**src/rtl/pwm_cmd_sequencer.sv**
```systemverilog
// SPI command decoder for four PWM channels: parses header/data byte frames,
// holds duty writes in shadow registers and commits them at period boundaries.
module pwm_cmd_sequencer #(
    parameter int width     = 8,
    parameter int TimerBits = 8,
    parameter int MAX_DUTY  = 100,
    parameter int TIMEOUT   = 1000
) (
    input  logic                   i_clk,
    input  logic                   i_rst,
    input  logic                   i_rx_valid,
    input  logic [width-1:0]       i_rx_data,
    input  logic                   i_ss_n,
    input  logic [3:0]             i_period_end,
    output logic [4*TimerBits-1:0] o_duty,
    output logic [3:0]             o_load,
    output logic [3:0]             o_ch_en,
    output logic [width-1:0]       o_tx_data,
    output logic                   o_tx_load,
    output logic [1:0]             o_err
);

    localparam int CntBits = (TIMEOUT > 1) ? $clog2(TIMEOUT) : 1;

    localparam logic [0:0] IDLE      = 1'b0;
    localparam logic [0:0] WAIT_DATA = 1'b1;

    localparam logic [1:0] OP_WRITE  = 2'b01;
    localparam logic [1:0] OP_SET_EN = 2'b10;
    localparam logic [1:0] OP_READ   = 2'b11;

    logic [0:0]                 state;
    logic [CntBits-1:0]         tmo_cnt;
    logic [1:0]                 wr_ch;
    logic [3:0][TimerBits-1:0]  shadow;
    logic [3:0][TimerBits-1:0]  duty_q;
    logic [3:0]                 pending;

    logic                 rx_ok;
    logic                 hdr_rx;
    logic                 data_wr;
    logic                 timeout_hit;
    logic                 clamp_hit;
    logic                 status_b;
    logic [1:0]           hdr_op;
    logic [TimerBits-1:0] duty_new;
    logic [3:0]           commit;

    always_comb begin
        rx_ok       = i_rx_valid & ~i_ss_n;
        hdr_op      = i_rx_data[7:6];
        hdr_rx      = rx_ok & (state == IDLE);
        data_wr     = rx_ok & (state == WAIT_DATA);
        timeout_hit = ~i_ss_n & ~i_rx_valid & (state == WAIT_DATA)
                      & (tmo_cnt == CntBits'(TIMEOUT - 1));
        clamp_hit   = data_wr & (i_rx_data > width'(MAX_DUTY));
        duty_new    = clamp_hit ? TimerBits'(MAX_DUTY) : TimerBits'(i_rx_data);
        status_b    = hdr_rx & (hdr_op == OP_READ) & i_rx_data[0];
        // Uses the registered enable mask, so a same-cycle SET_EN sees the old one
        commit      = pending & (i_period_end | ~o_ch_en);
    end

    assign o_duty = duty_q;

    always_ff @(posedge i_clk or negedge i_rst) begin
        if (!i_rst) begin
            state     <= IDLE;
            tmo_cnt   <= '0;
            wr_ch     <= '0;
            o_ch_en   <= '0;
            o_tx_data <= '0;
            o_tx_load <= 1'b0;
            o_err     <= '0;
        end else begin
            o_tx_load <= 1'b0;
            // A status-B read clears the sticky bits, but a same-cycle event wins
            o_err <= (status_b ? 2'b00 : o_err) | {timeout_hit, clamp_hit};
            if (i_ss_n) begin
                state   <= IDLE;
                tmo_cnt <= '0;
            end else begin
                case (state)
                    IDLE: begin
                        if (i_rx_valid) begin
                            case (hdr_op)
                                OP_WRITE: begin
                                    state   <= WAIT_DATA;
                                    wr_ch   <= i_rx_data[1:0];
                                    tmo_cnt <= '0;
                                end
                                OP_SET_EN: o_ch_en <= i_rx_data[5:2];
                                OP_READ: begin
                                    o_tx_load <= 1'b1;
                                    o_tx_data <= i_rx_data[0] ? width'(o_err)
                                                              : width'({pending, o_ch_en});
                                end
                                default: ;
                            endcase
                        end
                    end
                    WAIT_DATA: begin
                        if (i_rx_valid || tmo_cnt == CntBits'(TIMEOUT - 1))
                            state <= IDLE;
                        else
                            tmo_cnt <= tmo_cnt + CntBits'(1);
                    end
                    default: state <= IDLE;
                endcase
            end
        end
    end

    // A data byte landing on a commit cycle re-arms pending after the old shadow is taken
    always_ff @(posedge i_clk or negedge i_rst) begin
        if (!i_rst) begin
            duty_q  <= '0;
            shadow  <= '0;
            pending <= '0;
            o_load  <= '0;
        end else begin
            o_load <= commit;
            for (int unsigned c = 0; c < 4; c++) begin
                if (commit[c]) begin
                    duty_q[c]  <= shadow[c];
                    pending[c] <= 1'b0;
                end
                if (data_wr && wr_ch == 2'(c)) begin
                    shadow[c]  <= duty_new;
                    pending[c] <= 1'b1;
                end
            end
        end
    end

endmodule

```
**config.mk**
```make
export PLATFORM = sky130hd
export DESIGN_NAME = pwm_cmd_sequencer
export DESIGN_NICKNAME = d
export VERILOG_FILES = /design/src/rtl/pwm_cmd_sequencer.sv
export SDC_FILE = /design/constraint.sdc
export NUM_CORES = 1
export LEC_CHECK = 0
export CAP_MARGIN = 20
export CORE_ASPECT_RATIO = 1.1
export CORE_MARGIN = 2
export CORE_UTILIZATION = 53
export CTS_CLUSTER_DIAMETER = 80
export DETAILED_ROUTE_END_ITERATION = 10
export PLACE_DENSITY = 0.88
export SYNTH_ARGS = -nofsm -noshare
export SYNTH_HDL_FRONTEND = slang
export SYNTH_SLANG_ARGS = --single-unit
```
**constraint.sdc**
```tcl
create_clock -name i_clk -period 2.5 [get_ports i_clk]
set_input_delay 0.625 -clock i_clk [delete_from_list [all_inputs] [get_ports i_clk]]
set_output_delay 0.625 -clock i_clk [all_outputs]
set_load 0.01 [all_outputs]
```
==> out/metrics.csv, run 1 <==
stage,metric,value,unit
drt,via_count,2817,
synthesis,yosys-top-cells-area,"dfrtp_1, mux2_2, nand2_1",
placed_design,io_buffers,66,
power,power_density,635,nW/µm²
cts,clk_latency,360,ps
timing,holdWs,54.4,ps
outcome,status,"complete, no violations",
synthesis,synth.yosys.seq_area_share,62.7,%
placed_design,post-dp-hpwl,6120,µm
timing,worst_slew_pin_slew,677,ps
setup_path,reg2reg_to,tmo_cnt[6],
setup_path,crit_slowest_cell,clkdlybuf4s50_1,
cts,cts_sinks,100,
grt,grt_max_degree,58,
grt,first_global_vias,2799,
timing,setup_viol,0,
drt,ant_nets,0,
timing,hold_violations,0,
timing,fin_setup_tns,0,ps
cts,clock_path_buffers,2,
synthesis,synthAdderAreaFrac,0.314,%
cells_and_area,drive_above_1_share,22.0,%
synthesis,synthSimpleGateAreaFrac,10.8,%
grt,grt_pass1_wl,13800,µm
die,rows,33,
cts,path_clk_slew,100,ps
synthesis,synth_edf_count,0,
drt,firstDrtPassIters,5,
synthesis,avgSynthCellArea,12.5,µm²
synthesis,synth_cells,320,
die,start_util,54.0,%
setup_path,reg2regPathDepth,5,
setup_path,cp_cell_sequence,clkdlybuf4s50_1 > a21oi_1 > nor3b_1 > buf_4 > a21boi_0 > mux2_2,
drt,drc,0,
timing,fin_skew,7.48,ps
min_path,hold_class,in2async,
synthesis,async_flop_share,100,%
cells_and_area,layout_commonest_cell,dfrtp_1,
cells_and_area,diodes,0,
placed_design,gp_congestion,0.830,
setup_path,arrival,2370,ps
cts,cts_setup_buffers,0,
setup_path,crit_required,2800,ps
drt,wire_per_inst,16.8,µm
timing,final_max_slew_viol_count,0,
run,drv_cap,0,
setup_path,r2r_start,tmo_cnt[0],
cts,cts_hold_buffers,0,
power,p_leak,2.40,nW
cells_and_area,nets,425,
grt,antenna_found_initial,0,
cts,h-tree-depth,3,
setup_path,max_stage_delay,560,ps
timing,rsz0062_at_grt,no,
grt,grt.total_usage,22.0,%
setup_path,critPathLaunchType,input pin,
timing,max_freq,484,MHz
setup_path,cp_max_fo,8,
synthesis,synth_mux_area_share,15.1,%
synthesis,ys.warnings.count,0,
synthesis,synth.top_cell.area_share,62.7,%
synthesis,synth_compound_area_share,8.59,%
synthesis,synth_area,3990,µm²
drt,drt_first_iter_violations,170,
synthesis,synth-xor-area-share,0,%
cts,cts_resized,0,
timing,fin_crit,2070,ps
cells_and_area,area_delta_synth_final,26.9,%
grt,grt_overflow,0,
synthesis,synth_flop_cell,dfrtp_1,
die,die_h,95,µm
power,irDropWorstVdd,0.000346,V
die,die-width,86.7,µm
timing,fin_crit_sh,82.7,%
synthesis,synth_top_family_by_area,multiplexers,
synthesis,synth_fp_nets,337,
die,core,7390,µm²
synthesis,synth_seq_cells,100,
cts,cts_buffers,9,
setup_path,reg2reg_slack,470,ps
drt,vias_per_cell,5.63,
cts,cts_tree,built,
die,io_pins,67,
setup_path,cp-end-kind,flip-flop,
synthesis,yosys.area.top_type,dfrtp_1,
cells_and_area,final_core_util,68.5,%
cts,cts_root_buffer,clkbuf_8,
setup_path,path_class,in2reg,
die,die-area,8240,µm²
cells_and_area,layout_common_cells,"dfrtp_1, clkdlybuf4s50_1, mux2_2",
drt,drt-total-wl,8420,µm
synthesis,synth.distinct_cells,39,
timing,relSlewSlack,54.4,%
-- registers in the layout (all words and copies together) (netlist names) --
name	cells
o_tx_load	1
pending	4
state	1
o_load	4
tmo_cnt	10
o_duty	32
o_tx_data	8
o_err	2
wr_ch	2
o_ch_en	4
shadow	32
-- cells in the mapped netlist (2+ instances only) --
| library cell | instances |
|---|---|
| nand3b_1 | 3 |
| nand2_1 | 35 |
| a21boi_0 | 2 |
| a31oi_1 | 9 |
| nor4_1 | 2 |
| mux2_2 | 50 |
| mux2i_1 | 4 |
| o31ai_1 | 2 |
| nor2_1 | 7 |
| nand4b_1 | 3 |
| nand2b_1 | 5 |
| and2_1 | 3 |
| and3_1 | 2 |
| nor3_1 | 4 |
| nand4_1 | 3 |
| o21ai_0 | 23 |
| nor2b_1 | 5 |
| inv_1 | 15 |
| o21ai_1 | 6 |
| nand3_1 | 6 |
| clkbuf_1 | 7 |
| a21oi_1 | 8 |
| dfrtp_1 | 100 |
-- per-layer routing --
layer | GRT usage, % | wire [µm] | up-vias
met3 | 5.24 | 311 | 14
met4 | 9.90 | 229 | 0
met2 | 35.4 | 4160 | 83
met1 | 28.3 | 3720 | 1411
met5 | 0 | 0 | -
li1 | - | - | 1309
-- area by class of cell --
class                   instances  area, µm²
clock inverters                 7       57.6
well taps                      87        109
fillers                       484       2330
repair buffers                 86        821
clock buffers                   9        124
multi-input cells             196       1400
flip-flops and latches        100       2500
inverters                      15       56.3
-- critical path: cells and delay by family --
| family | cells | cell delay [ps] |
|---|---|---|
| simple gates | 1 | 80 |
| mux | 1 | 260 |
| buf+inv | 2 | 710 |
| compound gates | 2 | 690 |
-- per-stage QoR --
step	area, µm²	instances	worst slack (ps)	power (W)
floorplan	3990	320	565	0.00203
global placement	4880	484	192	0.00226
detailed placement	4880	484	138	0.00228
CTS	5060	500	465	0.00324
global route	5060	500	351	0.00336
finish	5060	500	432	0.00322
-- worst max path at each step --
stage                 startpoint    endpoint
finish              i_rx_data[7]   shadow[0]
global route        i_rx_data[7]   shadow[0]
CTS                   tmo_cnt[0]  tmo_cnt[6]
detailed placement        i_ss_n  tmo_cnt[9]
global placement          i_ss_n  tmo_cnt[9]
floorplan                 i_ss_n   shadow[3]
-- report_power, final --
group          total, W  leakage, nW  internal, W  switching (W)
combinational  0.000402        0.939     0.000218       0.000184
sequential      0.00185         1.37      0.00175      0.0000951
clock          0.000966       0.0938     0.000380       0.000586
total           0.00322         2.40      0.00235       0.000866
-- kinds of logic after synthesis --
group,after synthesis
buffers and inverters,24
muxes,54
AOI/OAI and AO/OA,58
adders and majority gates,1
DFF,100
and+or+nand+nor,83
Note: power is estimated with default switching activity, not from simulation.
==> inputs of run 2 (changes only) <==
==> constraint.sdc (replaced) <==
create_clock -name i_clk -period 1.98 [get_ports i_clk]
set_input_delay 0.495 -clock i_clk [delete_from_list [all_inputs] [get_ports i_clk]]
set_output_delay 0.495 -clock i_clk [all_outputs]
set_load 0.01 [all_outputs]
==> run 2 against run 1 <==
Register-to-register slack got worse by 330 ps; hold slack better by 98 ps; utilization increased by 3.5 points; via count grew 2.2%; first-iteration DRC count rose by 19%; wire length increased by 3.2%; critical path depth is 5 lower; clock power grew 35%; cell count up 6.4%; sequential cell count stayed put; worst setup slack got worse by 320 ps; critical path type is now reg2out; highest routed layer unchanged.
==> out/metrics.csv, run 2 (synthesized netlist as in run 1, its figures left out) <==
stage,metric,value,unit
grt,grt_overflow,0,
setup_path,crit_required,1480,ps
cells_and_area,diodes,0,
grt,antenna_found_initial,0,
drt,vias_per_cell,5.41,
cells_and_area,nets,457,
cells_and_area,area_delta_synth_final,33.4,%
timing,final_max_slew_viol_count,0,
setup_path,max_stage_delay,580,ps
drt,firstDrtPassIters,4,
cts,cts_setup_buffers,0,
cells_and_area,drive_above_1_share,27.6,%
min_path,hold_class,in2async,
drt,ant_nets,0,
drt,wire_per_inst,16.3,µm
cts,cts_resized,0,
die,rows,33,
drt,drt-total-wl,8690,µm
outcome,status,"complete, no violations",
timing,setup_viol,0,
timing,hold_violations,0,
cts,path_clk_slew,120,ps
timing,fin_crit,1860,ps
die,die-area,8240,µm²
cts,clk_latency,380,ps
die,die_h,95,µm
cts,clock_path_buffers,2,
power,power_density,785,nW/µm²
die,die-width,86.7,µm
die,start_util,54.0,%
setup_path,path_class,reg2out,
setup_path,cp_cell_sequence,clkdlybuf4s50_1,
cells_and_area,layout_commonest_cell,dfrtp_1,
timing,relSlewSlack,66.5,%
cells_and_area,final_core_util,72.0,%
die,io_pins,67,
setup_path,crit_slowest_cell,clkdlybuf4s50_1,
placed_design,placed_cells,516,
grt,grt_max_degree,101,
placed_design,post-dp-hpwl,6430,µm
cells_and_area,layout_common_cells,"dfrtp_1, clkdlybuf4s50_1, buf_4",
cts,cts_sinks,100,
power,irDropWorstVdd,0.000537,V
setup_path,arrival,1370,ps
cts,cts_hold_buffers,0,
power,p_leak,2.56,nW
setup_path,crit_family,buffers and inverters,
grt,grt.total_usage,23.2,%
cells_and_area,stdcell_count,532,
power,total_power,0.00418,W
cells_and_area,nFillCells,504,
cells_and_area,design_area,5320,µm²
setup_path,critPathLaunchType,flip-flop,
setup_path,cp_max_fo,3,
cts,cts_tree,built,
grt,grt_pass1_wl,14500,µm
timing,fin_crit_sh,94.1,%
cts,h-tree-depth,3,
drt,drc,0,
grt,first_global_vias,2950,
cts,cts_root_buffer,clkbuf_8,
placed_design,placed_area,5120,µm²
setup_path,cp-end-kind,output port,
drt,via_count,2879,
run,drv_cap,0,
cts,cts_buffers,9,
placed_design,io_buffers,66,
setup_path,crit_buf_inv,1,
timing,rsz0062_at_grt,no,
timing,max_freq,536,MHz
timing,fin_skew,18.8,ps
drt,drt_first_iter_violations,203,
die,core,7390,µm²
placed_design,gp_congestion,0.845,
timing,worst_slew_pin_slew,502,ps
[run 2: cell types whose count changed in the layout (fill, tap and decap cells not counted), sizes merged]
cell | previous run | this run
buf | 21 | 53
[run 2: layout make-up]
cell class                      count  area [µm²]  share of cell area (%)
Sequential cell                   100        2500                    47.0
Multi-Input combinational cell    196        1400                    26.2
Timing Repair Buffer              118        1060                    19.9
Clock buffer                        9         124                    2.33
Tap cell                           87         109                    2.05
Clock inverter                      7        75.1                    1.41
Inverter                           15        56.3                    1.06
[run 2: path summary, 6_finish.rpt]
| path | endpoint | depth (start not counted) | startpoint | slack [ps] |
|---|---|---|---|---|
| hold / removal | o_duty[23] | 2 | i_rst | 150 |
| min in group i_clk | shadow[21] | 2 | shadow[21] | 490 |
| max in group asynchronous | o_ch_en[2] | 2 | i_rst | 1450 |
| hold reg to reg | shadow[21] | 2 | shadow[21] | 490 |
| setup reg to reg | tmo_cnt[7] | 6 | tmo_cnt[0] | 140 |
| setup / recovery | o_ch_en[3] | 1 | o_ch_en[3] | 120 |
[run 2: worst reg2reg max path, delay by kind of cell, from the launching register on]
family	cells	cell delay, ps
and+or+nand+nor	2	540
DFF	1	410
AOI/OAI and AO/OA	2	450
adders and majority gates	1	190
buffers and inverters	1	160
[run 2: per-stage QoR]
step	worst slack, ps	hold slack (ps)	setup TNS, ps
final	116	152	0
after global routing	33.0	186	0
after CTS	96.0	170	0
after detailed placement	-173	467	-4250
after global placement	-154	460	-3180
after floorplan	175	199	0
[run 2: metal layers]
metal	GRT usage [%]	vias to the layer above	part of all wire, %
met3	4.63	15	2.8
li1	-	1372	-
met2	37.9	62	51
met1	29.9	1430	44
met5	0	-	0
met4	10.7	0	2.3
[run 2: report_power, final]
group	total, W	internal, W	switching [W]
combinational	0.000551	0.000306	0.000245
sequential	0.00233	0.00221	0.000116
clock	0.00130	0.000504	0.000796
total	0.00418	0.00302	0.00116
==> inputs of run 3 (changes only) <==
--- a/config.mk
+++ b/config.mk
@@ -5,13 +5,15 @@
 export SDC_FILE = /design/constraint.sdc
 export NUM_CORES = 1
 export LEC_CHECK = 0
+export ABC_AREA = 0
 export CAP_MARGIN = 20
 export CORE_ASPECT_RATIO = 1.1
 export CORE_MARGIN = 2
-export CORE_UTILIZATION = 53
+export CORE_UTILIZATION = 61
 export CTS_CLUSTER_DIAMETER = 80
 export DETAILED_ROUTE_END_ITERATION = 10
-export PLACE_DENSITY = 0.88
+export DONT_BUFFER_PORTS = 1
+export PLACE_DENSITY = 0.85
 export SYNTH_ARGS = -nofsm -noshare
 export SYNTH_HDL_FRONTEND = slang
 export SYNTH_SLANG_ARGS = --single-unit
==> run 3 against run 2 <==
The flow now finishes with violations (negative hold slack); worst setup slack got worse by 1.6 ps; first-iteration DRC count decreased by 15%; cell count decreased by 20%; sequential share of layout area increased by 9.9 points; wire length decreased by 9.5%; critical path type is now reg2reg; critical endpoint is now tmo_cnt[3]; highest routed layer unchanged.
==> out/metrics.csv, run 3 (synthesized netlist as in run 1, its figures left out) <==
stage,metric,value,unit
outcome,status,"finished, violations left",
outcome,violations,negative hold slack,
cts,path_clk_slew,90,ps
placed_design,post-dp-hpwl,5530,µm
timing,final_max_slew_viol_count,0,
cts,cts_buffers,9,
die,core,6230,µm²
die,die-width,81.1,µm
drt,via_count,2537,
grt,grt.total_usage,24.0,%
power,p_leak,2.14,nW
drt,met1_length,3170,µm
grt,grt_max_degree,101,
cells_and_area,area_delta_synth_final,10.4,%
cells_and_area,design_area,4400,µm²
drt,wl_met2,3850,µm
power,total_power,0.00393,W
drt,drc,0,
cells_and_area,diodes,0,
cts,clock_path_buffers,2,
cells_and_area,drive_above_1_share,26.5,%
grt,antenna_found_initial,0,
timing,setup_viol,0,
power,irDropWorstVdd,0.000648,V
setup_path,arrival,2140,ps
drt,wire_per_inst,18.5,µm
die,io_pins,67,
cts,h-tree-depth,3,
timing,relSlewSlack,57.7,%
placed_design,dp_slack,15.5,ps
cts,cts_tree,built,
run,drv_cap,0,
cells_and_area,layout_commonest_cell,dfrtp_1,
placed_design,gp_congestion,0.821,
cells_and_area,nFillCells,435,
cells_and_area,nets,356,
timing,worst_slack,114,ps
die,die_h,88.8,µm
power,power_density,892,nW/µm²
cells_and_area,final_core_util,70.7,%
timing,worst_slew_pin_slew,632,ps
drt,dr_wl_met3,640,µm
die,die-area,7210,µm²
drt,drt-total-wl,7860,µm
cts,cts_root_buffer,clkbuf_8,
grt,first_global_vias,2557,
setup_path,crit_required,2260,ps
drt,drt_first_iter_violations,172,
drt,ant_nets,0,
grt,grt_pass1_wl,12600,µm
timing,max_freq,536,MHz
setup_path,cp_max_fo,10,
die,rows,30,
timing,hold_violations,100,
timing,holdWs,-183,ps
timing,fin_crit,1870,ps
timing,fin_crit_sh,94.2,%
timing,rsz0062_at_grt,no,
min_path,hold_class,in2async,
drt,highest_layer,met4,
drt,vias_per_cell,5.98,
placed_design,placed_area,4170,µm²
cts,clk_latency,360,ps
timing,fin_skew,7.75,ps
cells_and_area,layout_common_cells,"dfrtp_1, mux2_2, nand2_1",
drt,firstDrtPassIters,5,
setup_path,critPathLaunchType,flip-flop,
setup_path,path_class,reg2reg,
timing,fin_setup_tns,0,ps
placed_design,io_buffers,0,
setup_path,cp-end-kind,flip-flop,
cts,cts_sinks,100,
die,start_util,64.0,%
grt,grt_overflow,0,
## run 3: metal layers
| layer | GRT usage [%] | vias up |
|---|---|---|
| li1 | - | 1173 |
| met5 | 0 | - |
| met3 | 8.27 | 17 |
| met2 | 38.4 | 89 |
| met4 | 13.1 | 0 |
| met1 | 28.5 | 1258 |
## run 3: final timing paths
check / from / slack, ps / endpoint / cells past startpoint
max: tmo_cnt[7] / 110 / tmo_cnt[3] / 4
min: i_rst / -180 / o_duty[13] / 0
max reg2reg: tmo_cnt[7] / 110 / tmo_cnt[3] / 4
min reg2reg: shadow[26] / 500 / shadow[26] / 2
max in group asynchronous: i_rst / 2020 / tmo_cnt[6] / 0
min in group i_clk: i_ss_n / 190 / state / 1
## run 3: per-stage QoR
stage,hold WS (ps),cells
final,-183,424
after floorplan,199,320
after CTS,-193,422
after global placement,202,406
after detailed placement,202,406
after global routing,-206,424
## run 3: worst max-delay path: stages (launching register included)
cell     delay (ps)
dfrtp_1         430
nand4_1         170
or4b_4          590
a211o_4         400
a31oi_1         200
## run 3: power by group
| part | internal [W] | switching, W |
|---|---|---|
| Clock | 0.000626 | 0.000690 |
| Sequential | 0.00221 | 0.000159 |
| Combinational | 0.000131 | 0.000109 |
| Total | 0.00297 | 0.000958 |
## run 3: repair_timing
item	in CTS	in global routing
gates resized for setup	1	4
endpoints found under the hold margin	100	100
endpoints found under the setup margin	1	10
setup buffers	0	2
## run 3: area by class of cell
cell class | count | area (µm²) | area share [%]
flip-flops and latches | 100 | 2500 | 56.9
multi-input cells | 196 | 1410 | 31.9
clock buffers | 10 | 138 | 3.13
repair buffers | 17 | 128 | 2.90
well taps | 80 | 100 | 2.27
clock inverters | 6 | 71.3 | 1.62
inverters | 15 | 56.3 | 1.28
